$ cat config.mk
export PLATFORM = sky130hd
export DESIGN_NAME = riscv_issue
export DESIGN_NICKNAME = d
export VERILOG_FILES = /design/src/rtl/riscv_issue.sv
export SDC_FILE = /design/constraint.sdc
export NUM_CORES = 1
export LEC_CHECK = 0
export CORE_MARGIN = 2
export CORE_UTILIZATION = 59
export CTS_CLUSTER_DIAMETER = 30
export DETAILED_ROUTE_END_ITERATION = 10
export PLACE_DENSITY_LB_ADDON = 0.08
export SYNTH_ARGS = -nofsm -noshare
export SYNTH_HDL_FRONTEND = slang
export SYNTH_SLANG_ARGS = --single-unit
$ cat constraint.sdc
create_clock -name clk -period 4.6 [get_ports clk]
set_clock_uncertainty 0.15 [all_clocks]
set_input_delay 0.92 -clock clk [delete_from_list [all_inputs] [get_ports clk]]
set_output_delay 0.92 -clock clk [all_outputs]
set_load 0.01 [all_outputs]
$ cat src/rtl/riscv_issue.sv
// Issue stage: buffers raw RV32 instruction words in a circular queue and issues one per cycle,
// credit-limited by MAX_INFLIGHT. Define RISCV_ISSUE_ILLEGAL_CHECK_EN to drop heads with opcode[1:0] != 2'b11.
module riscv_issue #(
  parameter int unsigned REG_WIDTH    = 5,
  parameter int unsigned OP_WIDTH     = 7,
  parameter int unsigned INSTR_WIDTH  = 32,
  parameter int unsigned QUEUE_DEPTH  = 4,
  parameter int unsigned MAX_INFLIGHT = 3
) (
  input  logic                              clk,
  input  logic                              reset,
  input  logic [INSTR_WIDTH-1:0]            instr_in,
  input  logic                              instr_valid,
  output logic                              instr_ready,
  input  logic                              flush,
  input  logic                              ack_in,
  output logic                              valid,
  output logic [REG_WIDTH-1:0]              rs0,
  output logic [REG_WIDTH-1:0]              rs1,
  output logic [REG_WIDTH-1:0]              rd,
  output logic [OP_WIDTH-1:0]               opcode,
  output logic [$clog2(MAX_INFLIGHT+1)-1:0] inflight,
  output logic                              illegal
);
  localparam int unsigned PW = $clog2(QUEUE_DEPTH);
  localparam int unsigned CW = $clog2(QUEUE_DEPTH + 1);
  localparam int unsigned IW = $clog2(MAX_INFLIGHT + 1);

  typedef enum logic [1:0] {IDLE, ISSUE, STALL} state_t;

  logic [INSTR_WIDTH-1:0] mem_q [QUEUE_DEPTH];
  logic [PW-1:0]          wr_ptr_q, wr_ptr_d, rd_ptr_q, rd_ptr_d;
  logic [CW-1:0]          count_q, count_d;
  logic [IW-1:0]          inflight_q, inflight_d;
  state_t                 state_q, state_d;
  logic                   ready_en_q;
  logic                   valid_q, valid_d, illegal_q, illegal_d;
  logic [REG_WIDTH-1:0]   rs0_q, rs0_d, rs1_q, rs1_d, rd_q, rd_d;
  logic [OP_WIDTH-1:0]    opcode_q, opcode_d;
  logic [INSTR_WIDTH-1:0] head;
  logic                   push, issue, drop, legal, ack_eff;
  logic                   unused_bits;

  assign unused_bits = ^{head[INSTR_WIDTH-1:25], head[14:12]};

  always_comb begin
    instr_ready = ready_en_q && !flush && (count_q < CW'(QUEUE_DEPTH));
    push        = instr_valid && instr_ready;
    head        = mem_q[rd_ptr_q];
`ifdef RISCV_ISSUE_ILLEGAL_CHECK_EN
    legal       = (head[1:0] == 2'b11);
    drop        = (state_q != IDLE) && !flush && !legal;
`else
    legal       = 1'b1;
    drop        = 1'b0;
`endif
    // state_q mirrors the current count/inflight, so ISSUE already means non-empty with credit
    issue       = (state_q == ISSUE) && !flush && legal;
    ack_eff     = ack_in && (inflight_q != '0);

    wr_ptr_d    = wr_ptr_q + PW'(push);
    rd_ptr_d    = rd_ptr_q + PW'(issue || drop);
    count_d     = count_q + CW'(push) - CW'(issue || drop);
    inflight_d  = inflight_q + IW'(issue) - IW'(ack_eff);
    if (flush) begin
      rd_ptr_d = wr_ptr_q;
      count_d  = '0;
    end

    if (flush || count_d == '0)                state_d = IDLE;
    else if (inflight_d == IW'(MAX_INFLIGHT))  state_d = STALL;
    else                                       state_d = ISSUE;

    valid_d   = issue;
    illegal_d = drop;
    rs0_d     = rs0_q;
    rs1_d     = rs1_q;
    rd_d      = rd_q;
    opcode_d  = opcode_q;
    if (issue) begin
      opcode_d = head[6:0];
      rs0_d    = head[19:15];
      rs1_d    = head[24:20];
      rd_d     = head[11:7];
      if (head[6:0] inside {7'b0110111, 7'b0010111, 7'b1101111}) begin
        rs0_d = '0;
        rs1_d = '0;
      end
      if (head[6:0] inside {7'b0100011, 7'b1100011}) rd_d = '0;
    end
  end

  always_ff @(posedge clk or negedge reset) begin
    if (!reset) begin
      for (int unsigned i = 0; i < QUEUE_DEPTH; i++) mem_q[i] <= '0;
      wr_ptr_q   <= '0;
      rd_ptr_q   <= '0;
      count_q    <= '0;
      inflight_q <= '0;
      state_q    <= IDLE;
      ready_en_q <= 1'b0;
      valid_q    <= 1'b0;
      illegal_q  <= 1'b0;
      rs0_q      <= '0;
      rs1_q      <= '0;
      rd_q       <= '0;
      opcode_q   <= '0;
    end else begin
      if (push) mem_q[wr_ptr_q] <= instr_in;
      wr_ptr_q   <= wr_ptr_d;
      rd_ptr_q   <= rd_ptr_d;
      count_q    <= count_d;
      inflight_q <= inflight_d;
      state_q    <= state_d;
      ready_en_q <= 1'b1;
      valid_q    <= valid_d;
      illegal_q  <= illegal_d;
      rs0_q      <= rs0_d;
      rs1_q      <= rs1_d;
      rd_q       <= rd_d;
      opcode_q   <= opcode_d;
    end
  end

  assign valid    = valid_q;
  assign illegal  = illegal_q;
  assign rs0      = rs0_q;
  assign rs1      = rs1_q;
  assign rd       = rd_q;
  assign opcode   = opcode_q;
  assign inflight = inflight_q;
endmodule
# Word level (Yosys, flattened, before mapping)
# Index checks and enable logic that the tools add are counted.
[totals]
register_bits = 163
input_bits = 37
wordCells = 59
[classes]
addsub = 6
n_lt_le_gt_ge = 4
eq_ne = 7
muxes = 13
bitwise_logic = 2
n_reduce_logical = 12
[op_table]
columns = ["op", "n"]
rows = [
  ["128-bit bitwise mux", 1],
  ["32-bit binary-select mux with 2-bit select", 1],
  ["32-bit demux with 2-bit select", 1],
  ["25-bit two-way mux", 2],
  ["32-bit two-way mux", 1],
  ["5-bit two-way mux", 3],
  ["7-bit by 6-bit equality test with 1-bit output (second input constant)", 2],
  ["7-bit equality test (second input constant)", 2],
  ["7-bit by 5-bit equality test with 1-bit output (second input constant)", 1],
  ["2-bit by 1-bit adder with 2-bit output", 3],
  ["3-bit >= comparator (second input constant)", 2],
  ["1-bit logical AND", 6],
  ["2-bit two-way mux", 3],
  ["2-bit NOT with 3-bit output", 2],
  ["2-bit nonzero test", 2],
  ["3-bit by 1-bit adder with 3-bit output", 1],
  ["3-bit logical NOT", 1],
  ["3-bit by 1-bit less-than comparator with 1-bit output (second input constant)", 1],
  ["3-bit less-than comparator (second input constant)", 1],
  ["3-bit two-way mux", 1],
  ["3-bit nonzero test", 1],
  ["3-bit by 1-bit subtractor with 3-bit output", 1],
  ["2-bit by 1-bit equality test with 1-bit output (second input constant)", 1],
  ["2-bit equality test (second input constant)", 1],
  ["3 further kinds", 3],
]

# Longest topological paths before layout
# Gate-level depths: netlist (run 1).
[depth]
ltp_word = 10
mapped_depth = 13
ltp_nobuf = 11

# Worst setup path before layout (run 1)
# No wires, ideal clock.
[synth_path]
path_kind = "input to register"
startpoint = "input port flush"
endpoint = "register state_q[1]"
t_arrival_ns = 3.077
required_time_ns = 4.324
path_slack_ns = 1.247
stages = 13
cell_sequence = "clkbuf_1 > nor2_1 > nand2_1 > inv_1 > clkbuf_1 > ha_1 > inv_1 > ha_1 > fa_1 > xor3_1 > nor2_1 > nor3_1 > nor2_1"
[synth_lines]
columns = ["item", "line_no", "rtl"]
rows = [
  ["from (decl)", "15", "input logic flush,"],
  ["1-bit logical NOT", "58", "issue = (state_q == ISSUE) && !flush && legal;"],
  ["1-bit logical AND", "58", ""],
  ["named net issue", "41", "logic push, issue, drop, legal, ack_eff;"],
  ["3-bit by 1-bit subtractor with 3-bit output", "63", "count_d = count_q + CW'(push) - CW'(issue || drop);"],
  ["3-bit two-way mux", "65", "if (flush) begin"],
  ["named net count_d[2]", "33", "logic [CW-1:0] count_q, count_d;"],
  ["3-bit logical NOT", "70", "if (flush || count_d == '0) state_d = IDLE;"],
  ["1-bit logical OR", "70", ""],
  ["2-bit two-way mux", "70", ""],
  ["named net state_d[1]", "35", "state_t state_q, state_d;"],
  ["to (signal assigned)", "114", "state_q <= state_d;"],
  ["to (decl)", "35", ""],
]
# The timed path passes the listed nets, and every way through them passes these cells.
# A chain may end at the register's enable or synchronous reset.

# Worst setup path after layout (run 1)
[layout_path]
startpoint = "input port flush"
endpoint = "output port instr_ready"
[layout_between]
elab_chain_len = 3
[layout_lines]
columns = ["item", "line_no", "rtl"]
rows = [
  ["1-bit logical NOT", "47", "instr_ready = ready_en_q && !flush && (count_q < CW'(QUEUE_DEPTH));"],
  ["1-bit logical AND (2 in a row)", "47", ""],
  ["to (decl)", "14", "output logic instr_ready,"],
]
# Every way passes these cells.

==> results.toml, run 1 <==
[power]
total_leakage_power_nw = 2.98
ir_worst_vdd_uv = 369
pwr_density_cell_nw_per_um2 = 707
power.total_w = 0.00465

[logic_synthesis]
synthesis.instances = 361
synth_cell_type_count = 32
synth_compound_area_share_pct = 2.26
ys_warn_count = 0
mux_share_of_post_synthesis_cell_area_pct = 29.0
synth_sequential_area_ratio_pct = 57.9
synthesis.nets = 405
ranking_of_synthesized_cells_by_area = "dfrtp_1, mux2_2, mux4_2"
synth_edf_count = 0
synth_simple_gate_area_share_pct = 5.67
postSynth.topFlopCell = "dfrtp_1"
postSynthRegisterBits = 123
yosys.area.top_type_share_pct = 57.9
dominant_combinational_cell_family_by_area_after_synthesis = "multiplexers"
synth_adder_area_share_pct = 1.79
post_synth_xor_area_fraction_pct = 1.11
synth_largest_area_cell = "dfrtp_1"
post_synth.cell_area_avg_um2 = 14.7
async_reset_ff_share_pct = 100
mappedNetlistArea_um2 = 5320

[critical_path]
timing.critical_path.mode_cell = "clkdlybuf4s50_1"
cp_data_arrival_time_ns = 2.30
required_time_worst_endpoint_ns = 3.53
critical_path_class = "in -> out"
crit_chain = "clkdlybuf4s50_1, nor3b_2, clkdlybuf4s50_1"
timing.critical_path.fanout_max = 8
worstPathBufferInverterCount = 2
worstSetupStartpointType = "primary input"
maximum_single_stage_delay_on_the_critical_path_ns = 0.57
capturing_element_type_of_the_critical_path = "primary output"
critical_path.slowest_cell = "clkdlybuf4s50_1"
critical-path-top-delay-family = "buffers and inverters"

[grt]
grt_start_max_net_pins = 45
grt_antenna_before_repair = 0
grtUsageTotal_pct = 23.6
gr-total-overflow = 0
grt_first_pass_wirelength_mm = 17.4
grt_pass1_vias = 3457

[sta]
report.final.setup_viol = 0
max_freq_mhz = 296
setup_tns_ns = 0
tightest_slew_ns = 0.999
final_max_slew_viols = 0
fin_crit_ns = 3.37
final.period_utilization_pct = 73.3
timing_hold_violations_final = 0
timing.max_slew.rel_slack_pct = 32.8
grt_setup_unrepaired = "no"

[clock_tree]
clk_root_buffer_cell = "clkbuf_8"
cts-root-to-sink-buffers = 2
tritoncts = "yes"
num_cts_buffers = 17
postCtsHoldBufs = 0
clk_pin_slew_ns = 0.06
worst_skew_pair.late_latency_ns = 0.52
cts.htree.levels = 4
post-cts-setup-buffer-count = 0
cts-resized-gates = 0
clock_sinks = 123

[layout]
area.growth.synth_to_final_pct = 23.5
fin_cells = 545
regArea_um2 = 3080
post_route_cells_drive_above_1_share_pct = 33.2
filler_cell_count = 537
nets = 468
multi_input_comb_area_um2 = 2130
antenna_cells = 0

[outcome]
outcome = "completed"

[die]
vertical_die_dimension_um = 99.0
core_ar_um2 = 8720
initial_core_util_pct = 61.0
die_width_um = 99.0
placementRows = 34
num_io_pins = 64
die-area_um2 = 9790

[detailed_routing]
top_layer = "met4"
drc = 0
drt_iter0_markers = 115
drt-met1-wl_mm = 4.49
routed_wl_mm = 10.4
wire_length_on_met3_um = 355
drtPass1Iterations = 4
final_antenna_net_count = 0
dr_total_vias = 3153
avgViaCountPerCell = 5.79
wl_met2_mm = 5.32
post_drt_wl_per_cell_um = 19.1

[run]
timing.max_cap.violations = 0

[placement]
dp_hpwl_mm = 6.34
io_buffer_count = 52
gp_congestion = 0.734
number_of_cells_after_detailed_placement = 513

[hold_path]
hp-class = "in -> async"
## stage by stage
stage                     hold slack, ns  setup slack (ns)  utilization [%]  area, um^2
after global placement             0.307             0.941             68.4        5960
final                              0.225              1.23             75.3        6570
after floorplan                    0.306              1.25                -        5320
after detailed placement           0.313             0.929             68.4        5960
after CTS                          0.221              1.22             75.3        6570
after global routing               0.244              1.10             75.3        6570
## metal layers
layer,vias up,GRT usage (%)
met3,22,6.52
met5,-,0
met2,61,38.6
met1,1650,29.7
li1,1420,-
met4,0,10.2
## cell usage after synthesis (2+ instances only)
cell and n:
nand3b_1 2, a21oi_1 11, clkbuf_1 4, xnor2_1 3, mux2_2 86, nand2_1 56
ha_1 6, o21ai_0 6, buf_1 2, nor2b_1 2, nor2_1 3, mux4_1 10
dfrtp_1 123, buf_2 10, inv_1 6, mux4_2 12, conb_1 2, mux2_1 3
## layout make-up
type,instances,area share (%)
flip-flops and latches,123,46.8
multi-input cells,214,32.5
repair buffers,62,9.03
clock buffers,19,6.72
clock inverters,13,2.51
well taps,108,2.06
inverters,6,0.343
## cells by family (layout without fill, tap and decap cells)
kind of cell / count (synthesis) / count (layout)
fa+ha+maj: 7 / 7
buf+inv: 24 / 100
mux: 112 / 112
simple gates: 69 / 69
flops: 123 / 123
other cells: 2 / 2
compound gates: 19 / 19
xor+xnor: 5 / 5
## path summary, 6_finish.rpt
kind | start | to | slack (ns) | depth (start not counted)
worst max-delay path | flush | instr_ready | 1.23 | 3
worst min-delay path | reset | inflight[1] | 0.22 | 1
worst max register to register | rd_ptr_q[0] | rd[4] | 1.57 | 4
worst min register to register | opcode[1] | opcode[1] | 0.32 | 2
max in group asynchronous | reset | wr_ptr_q[1] | 3.13 | 2
min in group clk | opcode[1] | opcode[1] | 0.32 | 2
## worst reg2reg max path, delay by kind of cell, from the launching register on
kind               cells  cell delay [ns]
AOI/OAI and AO/OA      1             0.23
DFF                    1             0.83
muxes                  1             0.71
and+or+nand+nor        2             0.95
## cell usage in the layout (no fill, tap or decap), types with 2 or more instances in the layout
cell type,count
clkbuf_16,16
clkinvlp_4,4
ha_1,6
clkbuf_8,3
clkdlybuf4s50_1,51
nor2b_1,2
buf_4,11
xnor2_1,3
inv_6,2
clkinv_2,2
a21oi_1,11
mux2_1,3
nor2_1,3
clkinv_4,2
mux4_2,12
mux2_2,86
nand3b_1,2
inv_1,6
bufinv_16,3
nand2_1,56
mux4_1,10
dfrtp_1,123
conb_1,2
o21ai_0,6
## state kept, by name, indices dropped and copies added, names as in the netlist
register,flops
valid,1
wr_ptr_q,2
rs0,5
state_q,2
rd,5
opcode,7
inflight,2
rd_ptr_q,2
rs1,5
mem_q,88
ready_en_q,1
count_q,3
## where the power goes
group | total (W) | internal (W) | switching, W
clock network | 0.00134 | 0.000856 | 0.000487
logic | 0.00143 | 0.000883 | 0.000544
registers | 0.00188 | 0.00157 | 0.000305
total | 0.00465 | 0.00331 | 0.00134
Note: power is estimated with default switching activity, not from simulation.
==> run 2: changes to the inputs <==
--- a/config.mk
+++ b/config.mk
@@ -6,7 +6,7 @@
 export NUM_CORES = 1
 export LEC_CHECK = 0
 export CORE_MARGIN = 2
-export CORE_UTILIZATION = 59
+export CORE_UTILIZATION = 50
 export CTS_CLUSTER_DIAMETER = 30
 export DETAILED_ROUTE_END_ITERATION = 10
 export PLACE_DENSITY_LB_ADDON = 0.08
==> constraint.sdc (replaced) <==
create_clock -name clk -period 2.95 [get_ports clk]
set_clock_uncertainty 0.15 [all_clocks]
set_input_delay 0.59 -clock clk [delete_from_list [all_inputs] [get_ports clk]]
set_output_delay 0.59 -clock clk [all_outputs]
set_load 0.01 [all_outputs]
==> results.toml, run 2 (synthesized netlist as in run 1, its figures left out) <==
[outcome]
outcome = "completed"

[sta]
final_max_slew_viols = 0
report.final.setup_viol = 0
setup_tns_ns = 0
max_freq_mhz = 373
final.period_utilization_pct = 90.9
timing_hold_violations_final = 0
fin_crit_ns = 2.68
timing.max_slew.rel_slack_pct = 66.6
tightest_slew_ns = 0.501
post-route-worst-setup-slack_ns = 0.270
grt_setup_unrepaired = "no"

[power]
cell_internal_pwr_w = 0.00523
power.switching_fraction_pct = 28.5
ir_worst_vdd_uv = 518
share_seq_of_total_power_pct = 38.9
power.clock.fraction_pct = 29.3
p_switching_w = 0.00209
total_leakage_power_nw = 3.05
combPwrFrac_pct = 31.8
pwr_density_cell_nw_per_um2 = 1090

[die]
die-area_um2 = 11500
die_width_um = 107
vertical_die_dimension_um = 107
core_ar_um2 = 10300
placementRows = 37
num_io_pins = 64
initial_core_util_pct = 51.5

[critical_path]
worstSetupStartpointType = "primary input"
timing.critical_path.fanout_max = 3
critical_path_class = "in -> out"
cp_data_arrival_time_ns = 1.94
required_time_worst_endpoint_ns = 2.21
capturing_element_type_of_the_critical_path = "primary output"

[grt]
grt_antenna_before_repair = 0
grt.met1_usage_pct = 26.3
grt_start_max_net_pins = 51
peak_usage_layer_in_the_global_routing_report = "met2"
gr-total-overflow = 0
gr-usage-met2_pct = 33.2
grt_first_pass_wirelength_mm = 17.3
globalRouteMet3Util_pct = 5.65
grt_pass1_vias = 3373
grtUsageTotal_pct = 20.3

[detailed_routing]
dr_total_vias = 3124
drt_iter0_markers = 129
avgViaCountPerCell = 5.33
post_drt_wl_per_cell_um = 18.0
routed_wl_mm = 10.6
final_antenna_net_count = 0
drtPass1Iterations = 4
drc = 0

[run]
timing.max_cap.violations = 0

[clock_tree]
post-cts-setup-buffer-count = 0
tritoncts = "yes"
worst_skew_pair.late_latency_ns = 0.52
num_cts_buffers = 17
clk_pin_slew_ns = 0.05
clk_root_buffer_cell = "clkbuf_8"
cts.htree.levels = 4
cts-resized-gates = 0
clock_sinks = 123
cts-root-to-sink-buffers = 2

[placement]
preCtsSetupSlack_ns = -0.159
io_buffer_count = 52
gp_congestion = 0.706
dp_hpwl_mm = 6.82

[layout]
antenna_cells = 0
post_route_cells_drive_above_1_share_pct = 34.9
area.growth.synth_to_final_pct = 26.4
filler_cell_count = 754
regMostFlops = "mem_q"
largest_reg_flops = 88
nets = 481
layout_common_cells = "dfrtp_1, mux2_2, nand2_1, clkdlybuf4s50_1, buf_4"
mostFrequentLayoutCell = "dfrtp_1"

[hold_path]
hp-class = "reg -> reg"
[run 2: changes by cell type in the layout (fill, tap and decap cells not counted), sizes merged]
cell         previous run  this run
clkinvlp                4         3
clkbuf                 19        17
bufinv                  3         4
dlygate4sd3             0         1
clkinv                  4         6
buf                    11        23
[run 2: cell type report]
class	instances	area [um^2]	area share [%]
Clock buffer	17	414	6.16
Clock inverter	15	198	2.94
Inverter	6	22.5	0.335
Multi-Input combinational cell	214	2130	31.8
Sequential cell	123	3080	45.8
Tap cell	136	170	2.53
Timing Repair Buffer	75	706	10.5
[run 2: metal layers]
| metal | wire, um | part of all wire, % | vias to the layer above |
|---|---|---|---|
| met5 | 0 | 0 | - |
| met3 | 350 | 3.3 | 9 |
| met1 | 4950 | 47 | 1620 |
| li1 | - | - | 1443 |
| met2 | 5140 | 49 | 52 |
| met4 | 117 | 1.1 | 0 |
[run 2: worst paths after layout]
| path | from | endpoint | slack, ns | cells past startpoint |
|---|---|---|---|---|
| max in group asynchronous | reset | mem_q[38] | 1.37 | 3 |
| worst min register to register | opcode[4] | opcode[4] | 0.33 | 2 |
| worst min-delay path | opcode[4] | opcode[4] | 0.33 | 2 |
| worst max register to register | count_q[2] | state_q[0] | 0.51 | 10 |
| worst max-delay path | flush | instr_ready | 0.27 | 4 |
| min in group asynchronous | reset | mem_q[17] | 0.42 | 2 |
[run 2: metrics by stage]
stage | cell area [um^2] | power, W | util, % | cells | hold slack, ns
floorplan | 5320 | 0.00444 | - | 361 | 0.144
global placement | 6100 | 0.00512 | 59.1 | 553 | 0.308
detailed placement | 6100 | 0.00524 | 59.1 | 553 | 0.316
CTS | 6720 | 0.00740 | 65.1 | 586 | 0.330
global route | 6720 | 0.00776 | 65.1 | 586 | 0.347
finish | 6720 | 0.00732 | 65.1 | 586 | 0.329
[run 2: critical path, stage by stage]
cell	delay, ns
clkdlybuf4s50_1	0.46
nor3b_2	0.24
buf_4	0.13
clkdlybuf4s50_1	0.52
[run 2: power groups by stage]
stage / logic (W) / registers, W / clock network (W)
finish: 0.00233 / 0.00285 / 0.00214
global route: 0.00256 / 0.00295 / 0.00225
CTS: 0.00237 / 0.00285 / 0.00218
detailed placement: 0.00236 / 0.00288 / 0
global placement: 0.00229 / 0.00283 / 0
floorplan: 0.00162 / 0.00281 / 0
[run 2: what timing repair did]
action,in CTS,in global routing
endpoints found under the setup margin,0,0
hold buffers,1,0
endpoints found under the hold margin,32,0
